===== config.mk =====
export PLATFORM = sky130hd
export DESIGN_NAME = fetch_stage
export DESIGN_NICKNAME = d
export VERILOG_FILES = /design/src/rtl/fetch_stage.sv
export SDC_FILE = /design/constraint.sdc
export NUM_CORES = 1
export LEC_CHECK = 0
export ABC_AREA = 1
export BUFFER_PORTS_ARGS = -buffer_cell sky130_fd_sc_hd__buf_2
export CORE_ASPECT_RATIO = 0.5
export CORE_MARGIN = 2
export CORE_UTILIZATION = 53
export CTS_BUF_LIST = sky130_fd_sc_hd__clkbuf_8
export CTS_CLUSTER_DIAMETER = 100
export DETAILED_ROUTE_END_ITERATION = 7
export GPL_ROUTABILITY_DRIVEN = 0
export GPL_TIMING_DRIVEN = 0
export PLACE_DENSITY_LB_ADDON = 0.1
export SYNTH_ARGS = -nofsm -noshare
export SYNTH_HDL_FRONTEND = slang
export SYNTH_SLANG_ARGS = --single-unit

===== constraint.sdc =====
create_clock -name clk -period 1.85 [get_ports clk]
set_input_delay 0.0925 -clock clk [delete_from_list [all_inputs] [get_ports clk]]
set_output_delay 0.0925 -clock clk [all_outputs]
set_load 0.005 [all_outputs]

===== src/rtl/fetch_stage.sv =====
// fetch_stage: front end of the pipeline. Generates the program counter,
// issues instruction-memory reads (one outstanding at most), buffers a single
// returned instruction and hands {program_count, instruction_data} to decode
// using a done/stall handshake. A redirect from decode flushes the buffer,
// optionally reloads the PC and marks any in-flight response as wrong-path.
//
// Ports
//   clk, rst                    clock; synchronous active-low reset
//   next_stall                  decode not ready
//   done_next                   output valid (transfer = done_next && !next_stall)
//   program_count_out/_valid    address of the buffered instruction
//   instruction_data_out/_valid instruction word; valid is 0 on a memory fault
//   control_flow_affected       redirect request from decode (combinational)
//   jump_target/_valid          redirect address and its qualifier
//   imem_addr/imem_req/imem_ack request channel (committed on req && ack)
//   imem_rdata/_valid/imem_fault response channel (1-cycle strobe)
module fetch_stage #(
    parameter logic [31:0] RESET_VECTOR = 32'h0000_0000,
    localparam int ADDR_WIDTH        = 32,
    localparam int INSTRUCTION_WIDTH = 32
) (
    input  logic                         clk,
    input  logic                         rst,
    input  logic                         next_stall,
    output logic                         done_next,
    output logic [ADDR_WIDTH-1:0]        program_count_out,
    output logic                         program_count_valid_out,
    output logic [INSTRUCTION_WIDTH-1:0] instruction_data_out,
    output logic                         instruction_data_valid_out,
    input  logic                         control_flow_affected,
    input  logic [ADDR_WIDTH-1:0]        jump_target,
    input  logic                         jump_target_valid,
    output logic [ADDR_WIDTH-1:0]        imem_addr,
    output logic                         imem_req,
    input  logic                         imem_ack,
    input  logic [INSTRUCTION_WIDTH-1:0] imem_rdata,
    input  logic                         imem_rdata_valid,
    input  logic                         imem_fault
);

    logic [ADDR_WIDTH-1:0]        pc;
    logic [ADDR_WIDTH-1:0]        req_addr;
    logic                         outstanding;
    logic                         drop;
    logic                         has_output;
    logic [ADDR_WIDTH-1:0]        buf_addr;
    logic                         buf_addr_valid;
    logic [INSTRUCTION_WIDTH-1:0] buf_data;
    logic                         buf_data_valid;

    logic transfer;
    logic accept;
    logic response;
    logic load;

    always_comb begin
        done_next = rst && has_output && !control_flow_affected;
        transfer  = done_next && !next_stall;
        // A new request may go out only when the buffer will have room for
        // its response: either it is empty or it empties this cycle.
        imem_req  = rst && !outstanding && (!has_output || transfer)
                    && !control_flow_affected;
        imem_addr = pc;
        accept    = imem_req && imem_ack;
        // Responses with nothing outstanding (e.g. left over from before a
        // reset) are strays and are ignored.
        response  = imem_rdata_valid && outstanding;
        // A response arriving during a redirect is wrong-path as well.
        load      = response && !drop && !control_flow_affected;
    end

    assign program_count_out          = buf_addr;
    assign program_count_valid_out    = buf_addr_valid;
    assign instruction_data_out       = buf_data;
    assign instruction_data_valid_out = buf_data_valid;

    always_ff @(posedge clk) begin
        if (!rst) begin
            pc             <= RESET_VECTOR;
            req_addr       <= '0;
            outstanding    <= 1'b0;
            drop           <= 1'b0;
            has_output     <= 1'b0;
            buf_addr       <= '0;
            buf_addr_valid <= 1'b0;
            buf_data       <= '0;
            buf_data_valid <= 1'b0;
        end else begin
            // A redirect never coincides with an accept because imem_req is
            // masked during it; the target is taken verbatim.
            if (control_flow_affected && jump_target_valid) begin
                pc <= jump_target;
            end else if (accept) begin
                pc <= pc + 32'd4;
            end

            if (accept) begin
                outstanding <= 1'b1;
                req_addr    <= pc;
            end else if (response) begin
                outstanding <= 1'b0;
            end

            // drop marks the single in-flight response as wrong-path. A
            // response in the redirect cycle itself is discarded via load,
            // so drop is only armed while the response is still pending.
            if (response) begin
                drop <= 1'b0;
            end else if (control_flow_affected && outstanding) begin
                drop <= 1'b1;
            end

            if (control_flow_affected) begin
                has_output <= 1'b0;
            end else if (load) begin
                has_output <= 1'b1;
            end else if (transfer) begin
                has_output <= 1'b0;
            end

            if (load) begin
                buf_addr       <= req_addr;
                buf_addr_valid <= 1'b1;
                buf_data       <= imem_rdata;
                buf_data_valid <= !imem_fault;
            end
        end
    end

endmodule


Yosys cells after proc, flatten, opt, wreduce, memory -nomap -nowiden
Cells that the tools add are included.

Bits in registers: 133. Latch bits: 0. Bits in writable memories: 0. ROM bits: 0. Input port bits: 72. Output and inout bits: 100. Word-level logic and storage cells: 41. Memories kept: 0.

Add/subtract/negate cells: 1. Multipliers: 0. Div/mod/pow operators: 0. $lt $le $gt $ge: 0. Eq/ne operators: 0. Shifts and indexed selects: 0. Multiplexer cells: 6. Bitwise operators: 1. Reduce and logical (&&, ||, !) cells: 24.

Operator list (count): two-way mux 32 bit (2); adder 32 x 3 -> 32 bit, second input constant (1); logical AND 1 bit (12); logical NOT 1 bit (6); nonzero test 2 bit (3); two-way mux 1 bit (4); OR reduction 2 bit (2); logical OR 1 bit (1); inverter 1 bit (1).

Logic depth before layout (Yosys ltp)
Gate-level depths: netlist (run 1).

Depth in word-level cells: 9. Depth in mapped cells: 10. Mapped depth without buffers: 10.

Worst setup path before layout (run 1)
OpenSTA, ideal clock, no wires.

Path kind: register to register. From: register pc[3] (netlist: imem_addr[3]). To: register pc[22] (netlist: imem_addr[22]). Setup time: 0.132 ns. Arrival: 1.318 ns. Data required time: 1.718 ns. Path slack: 0.400 ns. Stages on the path, launching flop included: 11. Buffers on the path: 0. Period minus slack after synthesis: 1.450 ns. Cells stage by stage: dfxtp_1 > ha_1 > nand2_1 > nor2_2 > nand2_2 > nor2_4 > nand2_1 > nand2_1 > nand3_1 > nand2_1 > a21oi_1.

Longest elaborated chain between the ends: 3.

Ends and longest elaborated chain: start, declared (line 41) `logic [ADDR_WIDTH-1:0] pc;`; start signal, assigned (line 92) `pc <= jump_target;`; start signal, assigned (line 94) `pc <= pc + 32'd4;`; adder 32 x 3 -> 32 bit (line 94); two-way mux 32 bit (line 93) `end else if (accept) begin`; two-way mux 32 bit (line 91) `if (control_flow_affected && jump_target_valid) begin`.

No other way between the ends. The select of a mux whose other input is x is not followed. A chain may end at the register's enable or synchronous reset.

Worst setup path in the final report (run 1)
From: register pc[4] (netlist: imem_addr[4]). To: register pc[25] (netlist: imem_addr[25]).

Same word-level chain as after synthesis.

==> results.md, run 1 <==
- Layout cell share with drive strength beyond 1: 0.2419
- Slew HR: 0.5968
- Sequential share of power: 0.480
- Most instantiated library cell after synthesis: nor2_1
- Ys async rst share: 0
- Clock Power Share: 0.415
- Slew @ Worst Pin: between 0.6 and 0.7 ns
- PwrDens: between 800 and 900 mW/mm^2
- Setup crit end kind: register
- Pin count of the biggest net entering global routing: 17
- ANT cells: 0
- GR Layer Usage met1: 0.4299
- Vias: 6151
- First-pass GRT wire length: between 20000 and 30000 um
- DRT Pass-1 Iters: 8
- Die width: ~150 um
- Initial Util: 0.5452
- Detailed placement HPWL: ~12000 um
- Vias in the first global route: 5874
- Hold Fails Final Rpt: 0
- CTS Buffer Depth: 2
- Unrepaired setup endpoints after global routing: false
- Startpoint types: register
- Area contributors post-synth: dfxtp_1 48%, o21ai_0 10%, nor2_1 9.8%, nand2_1 7.1%, a21oi_1 7.0%
- Core ar.: just over 0.01 mm^2
- Root buf cell: clkbuf_8
- Register Area: around 0.0027 mm^2
- Met2 Use GR: 0.5355
- Busiest layer in global routing: met2
- TritonCTS clock tree: done
- Syn nets: 834
- CTS clock-pin slew for the worst setup and hold paths: around 0.08 ns
- FILL cells: 800
- Worst Path Max Fanout: 7
- Minimum clock period: 1.747 ns
- Final Skew: 0.01027 ns
- Layout area overhead: 36.06%
- Critical path class: register to register
- P_sw: about 1.8 mW
- Synthesized instance count: around 760
- Hold Path Class: input pin to register
- Ys Warns: 0
- Final nets: between 1000 and 1500
- Peak VDD IR: between 0.0005 and 0.0006 V
- Synthesized area: between 0.005 and 0.006 mm^2
- Setup violations, final: 0
- Sw frac: 0.2746
- Synth cell types: 31
- Critical Path RT: between 2 and 2.5 ns
- DR DRC count: 0
- Max Cap Viol: 0
- Arrival time at the worst endpoint: about 2.1 ns
- Register bit count reported by yosys: 133
- Clk_lat worst skew: between 0.4 and 0.5 ns
- Final wirelength: ~18000 um
- Post-synth EDFFs: 0
- # clock sinks: approximately 130
- Hold WS: about 0.0067 ns
- Slew Limit Fails: 0
- GRT overflow: 0
- Crit share post-route: 0.9442
- DIE HEIGHT: approximately 76 um
- Cell-internal power: approximately 4.7 mW
- Seq/Total Area, Yosys: 0.4781
- Cell accounting for the most synthesized area: dfxtp_1
- Leak Pwr: around 3.5 nW
- Drt initial violations: around 380
- Footprint of the multi-input gates: 0.002467 mm^2
- Comb pwr share: 0.105
- Post-synth top flop: dfxtp_1
- Run status: finished clean
- Max Clk Rate: about 570 MHz
- Setup TNS: 0 ns
- Drt wl/cell: between 15 and 20 um
- Initial antenna violation count: 0
- GRT Overall Usage: 0.3309
- Final ANT Viol Nets: 0
- Htree depth: 4
- Syn avg cell area: 7.318 um^2
- GRT met3 Usage: 0.08683
- Number of port buffers: between 150 and 200
- IO Count: roughly 170
- Die ar.: roughly 0.011 mm^2
- Setup Buffers After CTS: 0
- Site row count: 26
- Total CTS buffers: 17
- Synth top cells by count: 145 x nor2_1, 133 x dfxtp_1, 116 x o21ai_0, 106 x nand2_1, 78 x a21oi_1
- Area fraction of the dominant cell type after synthesis: 0.4781
- Vias per cell: between 5 and 6
-- what timing repair did --
action | CTS | global route
endpoints found under the hold margin | 54 | 0
hold buffers | 54 | 0
gates resized for setup | 0 | 6
setup endpoints to repair | 0 | 9
-- per-stage QoR --
| step | power [mW] | cell area (um^2) | worst slack [ns] | utilization | cells |
|---|---|---|---|---|---|
| after floorplan | 3.433 | 5569 | 0.4001 | - | 761 |
| after global placement | 3.695 | 6595 | 0.1651 | 0.6456 | 1071 |
| after detailed placement | 3.709 | 6595 | 0.1191 | 0.6456 | 1071 |
| after CTS | 6.409 | 7562 | 0.08485 | 0.7403 | 1157 |
| after global routing | 6.659 | 7577 | 0.003400 | 0.7418 | 1157 |
| final | 6.424 | 7577 | 0.1033 | 0.7418 | 1157 |
-- cells by family (layout without fill, tap and decap cells) --
kind of cell / count (synthesis) / count (layout) / synth area share
adder cells (fa/ha/maj): 1 / 1 / 0.002246
flip-flops: 133 / 133 / 0.4781
XOR/XNOR: 12 / 12 / 0.01887
buffers and inverters: 102 / 358 / 0.08110
AO/OA/AOI/OAI: 207 / 207 / 0.1923
AND/OR/NAND/NOR: 306 / 306 / 0.2274
-- placed cells by master, fill, tap and decap left out, drive strengths merged --
cell type,netlist,final
dfxtp,133,133
clkinv,1,5
nand3b,1,1
nand3,35,35
nor3,6,6
buf,24,194
o21ai,117,117
a211oi,7,7
clkbuf,21,38
nand4,3,3
or2,1,1
nand2,109,109
inv,56,63
xor2,10,10
a21oi,79,79
a31oi,3,3
ha,1,1
o21bai,1,1
xnor2,2,2
clkinvlp,0,1
bufinv,0,3
nor2,151,151
dlygate4sd3,0,54
-- worst max-delay path: stages (launching register included) --
cell and delay (ns):
dfxtp_1 0.46, nand2_1 0.10, nor2_2 0.20, nand2_1 0.18
nor2_4 0.28, nand2_1 0.09, nand2_1 0.09, nand3_1 0.08
nand2_1 0.08, a21oi_1 0.06
-- sequential cells by signal (all words and copies together), names as in the netlist --
signal                      cells
instruction_data_out           32
outstanding                     1
program_count_valid_out         1
req_addr                       32
program_count_out              32
instruction_data_valid_out      1
imem_addr                      32
has_output                      1
drop                            1
-- path summary, 6_finish.rpt --
path                                      start       endpoint  slack (ns)  depth (start not counted)
worst max-delay path               imem_addr[4]  imem_addr[25]        0.10                          9
worst min-delay path            jump_target[12]  imem_addr[12]       0.007                          3
worst max register to register     imem_addr[4]  imem_addr[25]        0.10                          9
worst min register to register     req_addr[22]   req_addr[22]        0.46                          2
-- power by group through the flow --
stage / Combinational [mW] / Clock, mW / Sequential (mW)
floorplan: 0.307 / 0 / 3.13
global placement: 0.557 / 0 / 3.14
detailed placement: 0.567 / 0 / 3.14
CTS: 0.661 / 2.67 / 3.08
global route: 0.745 / 2.82 / 3.10
finish: 0.676 / 2.67 / 3.08
-- layout make-up --
| class | instances | share of cell area |
|---|---|---|
| multi-input combinational | 526 | 0.3256 |
| clock buffer | 17 | 0.03088 |
| tap | 140 | 0.02312 |
| sequential | 133 | 0.3516 |
| timing repair buffer | 224 | 0.1836 |
| buffer | 45 | 0.03154 |
| inverter | 57 | 0.02824 |
| clock inverter | 15 | 0.02543 |
-- metal layers --
layer	vias to the layer above	part of all wire
met1	2828	0.44
met4	0	0.025
met3	51	0.089
met2	302	0.45
met5	-	0
li1	2970	-
(Power assumes the default switching activity.)
==> run 2, diff against run 1 <==
CORE_MARGIN = 3   (was 2)
==> run 2 against run 1 <==
Compared with the run above: routed wire length increased by 0.39%; clock skew increased by 0.0054 ns; clock power decreased by 12%; setup slack got worse by 0.069 ns; fmax decreased by 3.8%; core utilization increased by 2.2 points; cell area decreased by 1.0%; non-clock buffer count decreased by 1; combinational power about the same; critical endpoint is now imem_addr[20].
==> results.md, run 2 (synthesis gave the netlist of run 1 again) <==
- Slew @ Worst Pin: 0.5907 ns (was 0.6047 ns)
- DIE HEIGHT: 78.49 um (was 76.49 um)
- Crit share post-route: 0.9814 (was 0.9442)
- Critical path class: input pin to register (was register to register)
- Setup violations, final: 0 (unchanged)
- Setup TNS: 0 ns (unchanged)
- PwrDens: 813.3 mW/mm^2 (was 847.8 mW/mm^2)
- Die ar.: 0.01185 mm^2 (was 0.01139 mm^2)
- Unrepaired setup endpoints after global routing: false (unchanged)
- GRT Overall Usage: 0.3062 (was 0.3309)
- Max Cap Viol: 0 (unchanged)
- Setup crit end kind: register (unchanged)
- Drt wl/cell: 16.08 um (was 15.94 um)
- Minimum clock period: 1.816 ns (was 1.747 ns)
- Root buf cell: clkbuf_8 (unchanged)
- Initial Util: 0.5670 (was 0.5452)
- Vias in the first global route: 5576 (was 5874)
- CTS Buffer Depth: 2 (unchanged)
- Wire length on met1: 8112 um (was 8060 um)
- Hold WS: 0.01104 ns (was 0.006683 ns)
- Setup ws final: 0.03438 ns (was 0.1033 ns)
- Total CTS buffers: 17 (unchanged)
- Slew Limit Fails: 0 (unchanged)
- Arrival time at the worst endpoint: 2.14 ns (was 2.06 ns)
- # clock sinks: 133 (unchanged)
- Setup Buffers After CTS: 0 (unchanged)
- Final wirelength: 18520 um (was 18450 um)
- Final nets: 1076 (was 1077)
- DRT Pass-1 Iters: 6 (was 8)
- FF-to-FF setup slack: 0.07 ns (was 0.10 ns)
- Critical Path RT: 2.17 ns (was 2.16 ns)
- IO Count: 172 (unchanged)
- Layout area overhead: 34.64% (was 36.06%)
- FILL cells: 767 (was 800)
- Fin cells: 1152 (was 1157)
- Core ar.: 0.009822 mm^2 (was 0.01021 mm^2)
- Detailed placement HPWL: 12270 um (was 11930 um)
- Footprint of the multi-input gates: 0.002457 mm^2 (was 0.002467 mm^2)
- DP Worst Slack: 0.1632 ns (was 0.1191 ns)
- Run status: finished clean (unchanged)
- Slew HR: 0.6062 (was 0.5968)
- Number of port buffers: 170 (unchanged)
- Htree depth: 4 (unchanged)
- Die width: 151.0 um (was 149.0 um)
- Leak Pwr: 3.431 nW (was 3.457 nW)
- DR DRC count: 0 (unchanged)
- Max Clk Rate: 550.8 MHz (was 572.5 MHz)
- Vias per cell: 5.345 (was 5.316)
- Final Skew: 0.01571 ns (was 0.01027 ns)
- Clk_lat worst skew: 0.45 ns (about the same)
- Util after Layout: 0.7634 (was 0.7418)
- Worst Path Max Fanout: 10 (was 7)
- Peak VDD IR: 0.0004786 V (was 0.0005166 V)
- Vias: 6157 (was 6151)
- First-pass GRT wire length: 28770 um (was 29670 um)
- Hold Fails Final Rpt: 0 (unchanged)
- Site row count: 25 (was 26)
- DP Cell Count: 1066 (was 1071)
- GRT overflow: 0 (unchanged)
- Layout cell share with drive strength beyond 1: 0.2402 (was 0.2419)
- Hold Path Class: input pin to register (unchanged)
- Final ANT Viol Nets: 0 (unchanged)
- Startpoint types: input pin (was register)
- Drt initial violations: 533 (was 377)
- Commonest non-fill, non-tap cell in the layout: buf_2 (unchanged)
- Most frequent cells in the layout: 185 x buf_2, 144 x nor2_1, 133 x dfxtp_1 (was 186 x buf_2, 144 x nor2_1, 132 x dfxtp_1)
- Initial antenna violation count: 1 (was 0)
- Register Area: 0.002663 mm^2 (was 0.002664 mm^2)
- Met2 WL: 8126 um (was 8288 um)
- Top sig layer: met4 (unchanged)
- TritonCTS clock tree: done (unchanged)
- DR WL met3: 2059 um (was 1645 um)
- CTS clock-pin slew for the worst setup and hold paths: 0.08 ns (about the same)
- Pin count of the biggest net entering global routing: 17 (unchanged)
## run 2: routing by layer
layer,vias up,GRT usage
met5,-,0
met4,0,0.07776
met3,36,0.07382
met2,330,0.4922
met1,2816,0.4158
li1,2975,-
## run 2: report_power, final
| group | switching, mW | total, mW | internal (mW) |
|---|---|---|---|
| Clock | 1.23 | 2.34 | 1.11 |
| Combinational | 0.362 | 0.675 | 0.313 |
| Sequential | 0.108 | 3.08 | 2.97 |
| Total | 1.70 | 6.10 | 4.40 |
## run 2: path summary, 6_finish.rpt
path,start,to,cells past startpoint
max,control_flow_affected,imem_addr[20],8
min,jump_target[13],imem_addr[13],3
max reg2reg,imem_addr[3],imem_addr[20],9
min reg2reg,req_addr[10],program_count_out[10],2
## run 2: repair_timing
item                                    in CTS  in global routing
endpoints found under the setup margin       0                  2
endpoints found under the hold margin       51                  0
gates resized for setup                      0                  2
hold buffers                                53                  0
## run 2: area by class of cell
cell class              count  share of cell area
clock inverters            14             0.01652
well taps                 135             0.02253
inverters                  57             0.02853
plain buffers              45             0.03204
multi-input cells         526              0.3277
flip-flops and latches    133              0.3551
diodes                      1           0.0003337
repair buffers            223              0.1842
clock buffers              18             0.03304
## run 2: critical path, cell delays in order
cell           delay [ns]
dlygate4sd3_1        0.53
buf_2                0.17
nand2_1              0.23
buf_2                0.27
clkbuf_1             0.44
nand3_1              0.23
nand2_1              0.10
a21oi_1              0.06
## run 2: stage by stage
stage / area, um^2 / total power [mW]
after floorplan: 5569 / 3.433
after global placement: 6589 / 3.698
after detailed placement: 6589 / 3.711
after CTS: 7491 / 6.076
after global routing: 7498 / 6.325
final: 7498 / 6.098
==> run 3, diff against run 2 <==
BUFFER_PORTS_ARGS = not set   (was -buffer_cell sky130_fd_sc_hd__buf_2)
CAP_MARGIN = 20   (was not set)
CORE_UTILIZATION = 55   (was 53)
DONT_BUFFER_PORTS = 1   (was not set)
==> run 3 against run 2 <==
Compared with the run above: combinational power down 20%; fmax up 6.9%; clock power down 2%; first-iteration DRC count is 26% lower; non-clock buffer count fell by 153; critical path depth increased by 1; clock-buffer cell count is 1 lower.
==> results.md, run 3 (synthesis gave the netlist of run 1 again) <==
- Slew HR: 0.5954 (was 0.6062)
- DP Worst Slack: 0.1012 ns (was 0.1632 ns)
- Pin count of the biggest net entering global routing: 17 (unchanged)
- ANT cells: 0 (was 1)
- Final Skew: 0.01152 ns (was 0.01571 ns)
- Final nets: 923 (was 1076)
- Hold Path Class: input pin to register (unchanged)
- Setup TNS: 0 ns (unchanged)
- Vias: 5507 (was 6157)
- Vias in the first global route: 5305 (was 5576)
- Startpoint types: register (was input pin)
- Hold Path Origin: imem_ack (was jump_target[13])
- PwrDens: 871.9 mW/mm^2 (was 813.3 mW/mm^2)
- Minimum clock period: 1.698 ns (was 1.816 ns)
- TritonCTS clock tree: done (unchanged)
- Initial antenna violation count: 0 (was 1)
- Drt wl/cell: 17.45 um (was 16.08 um)
- Htree depth: 4 (unchanged)
- Leak Pwr: 2.684 nW (was 3.431 nW)
- Layout area overhead: 22.51% (was 34.64%)
- Reg2Reg Launch Point: imem_addr[2] (was imem_addr[3])
- Slew Limit Fails: 0 (unchanged)
- CTS Buffer Depth: 2 (unchanged)
- Unrepaired setup endpoints after global routing: false (unchanged)
- Number of port buffers: 0 (was 170)
- Critical Path RT: 2.21 ns (was 2.17 ns)
- Hold Fails Final Rpt: 0 (unchanged)
- CTS clock-pin slew for the worst setup and hold paths: 0.09 ns (was 0.08 ns)
- Setup crit end kind: register (unchanged)
- Setup ws final: 0.1521 ns (was 0.03438 ns)
- Vias per cell: 5.518 (was 5.345)
- Final ANT Viol Nets: 0 (unchanged)
- Most frequent cells in the layout: 142 x nor2_1, 131 x dfxtp_1, 115 x o21ai_0 (was 185 x buf_2, 144 x nor2_1, 133 x dfxtp_1)
- Commonest non-fill, non-tap cell in the layout: nor2_1 (was buf_2)
- IO Count: 172 (unchanged)
- Setup violations, final: 0 (unchanged)
- DRT Pass-1 Iters: 5 (was 6)
- # clock sinks: 133 (unchanged)
- Final wirelength: 17410 um (was 18520 um)
- Detailed placement HPWL: 11730 um (was 12270 um)
- Die width: 148.3 um (was 151.0 um)
- Drt initial violations: 392 (was 533)
- Crit path from: imem_addr[2] (was control_flow_affected)
- Clk_lat worst skew: 0.43 ns (was 0.45 ns)
- Site row count: 25 (unchanged)
- Critical path class: register to register (was input pin to register)
- Run status: finished clean (unchanged)
- Die ar.: 0.01144 mm^2 (was 0.01185 mm^2)
- Core ar.: 0.009634 mm^2 (was 0.009822 mm^2)
- Worst Path Max Fanout: 4 (was 10)
- Root buf cell: clkbuf_8 (unchanged)
- GRT overflow: 0 (unchanged)
- Arrival time at the worst endpoint: 2.05 ns (was 2.14 ns)
- Initial Util: 0.5781 (was 0.5670)
- GRT Overall Usage: 0.3031 (was 0.3062)
- Peak VDD IR: 0.0005662 V (was 0.0004786 V)
- Crit share post-route: 0.9178 (was 0.9814)
- Slew @ Worst Pin: 0.6069 ns (was 0.5907 ns)
- First-pass GRT wire length: 27630 um (was 28770 um)
- DR DRC count: 0 (unchanged)
- Max Clk Rate: 589.0 MHz (was 550.8 MHz)
- Total CTS buffers: 17 (unchanged)
- Max Cap Viol: 0 (unchanged)
- DIE HEIGHT: 77.16 um (was 78.49 um)
- Layout cell share with drive strength beyond 1: 0.09270 (was 0.2402)
[run 3: cell count changes in the layout (fill, tap and decap cells not counted), sizes merged, moves of 2 or more]
cell,previous run,this run
buf,193,24
clkinv,8,4
clkbuf,40,38
dlygate4sd3,53,70
inv,61,66
[run 3: what timing repair did]
| action | 4_1_cts | 5_1_grt |
|---|---|---|
| resized for setup | 0 | 11 |
| hold endpoints to repair | 68 | 0 |
| endpoints found under the setup margin | 0 | 8 |
| hold buffers | 70 | 0 |
| setup buffers | 0 | 0 |
[run 3: report_power, final]
group          internal (mW)  switching (mW)  total [mW]
Sequential              2.98           0.133        3.11
Combinational          0.240           0.302       0.542
Clock                  0.984            1.31        2.30
[run 3: metrics by stage]
stage	power, mW	hold slack (ns)	cells	util	instance area (um^2)
after global placement	3.560	0.1858	896	0.5956	5738
after CTS	5.948	0.06894	998	0.7064	6805
after detailed placement	3.574	0.1876	896	0.5956	5738
after floorplan	3.433	0.1825	761	-	5569
final	5.949	0.08993	998	0.7082	6823
after global routing	6.162	0.1213	998	0.7082	6823
[run 3: routing by layer]
layer / wire [um] / global-route usage / up-vias
met3: 1960 / 0.08560 / 29
met1: 7403 / 0.3921 / 2533
li1: - / - / 2657
met5: 0 / 0 / -
met2: 7823 / 0.4925 / 288
met4: 225 / 0.09677 / 0
[run 3: final cells by class]
cell class	instances	area, um^2
inverter	57	214.0
tap	135	168.9
clock inverter	15	132.6
buffer	45	240.2
sequential	133	2665
multi-input combinational	526	2467
clock buffer	17	234.0
fill	821	2811
timing repair buffer	70	700.7
[run 3: worst paths after layout]
check / cells after the start / slack (ns) / end
min: 4 / 0.09 / imem_addr[6]
max reg2reg: 9 / 0.15 / imem_addr[20]
min reg2reg: 2 / 0.45 / program_count_out[10]
max: 9 / 0.15 / imem_addr[20]
[run 3: critical path, stage by stage (launching register included)]
cell and delay (ns):
dfxtp_1 0.43, ha_1 0.22, nand2_1 0.11, nor2_4 0.14, nand3b_1 0.19, nor2_2 0.18
nand2_1 0.07, nand3_1 0.11, nand2_1 0.06, a21oi_1 0.11
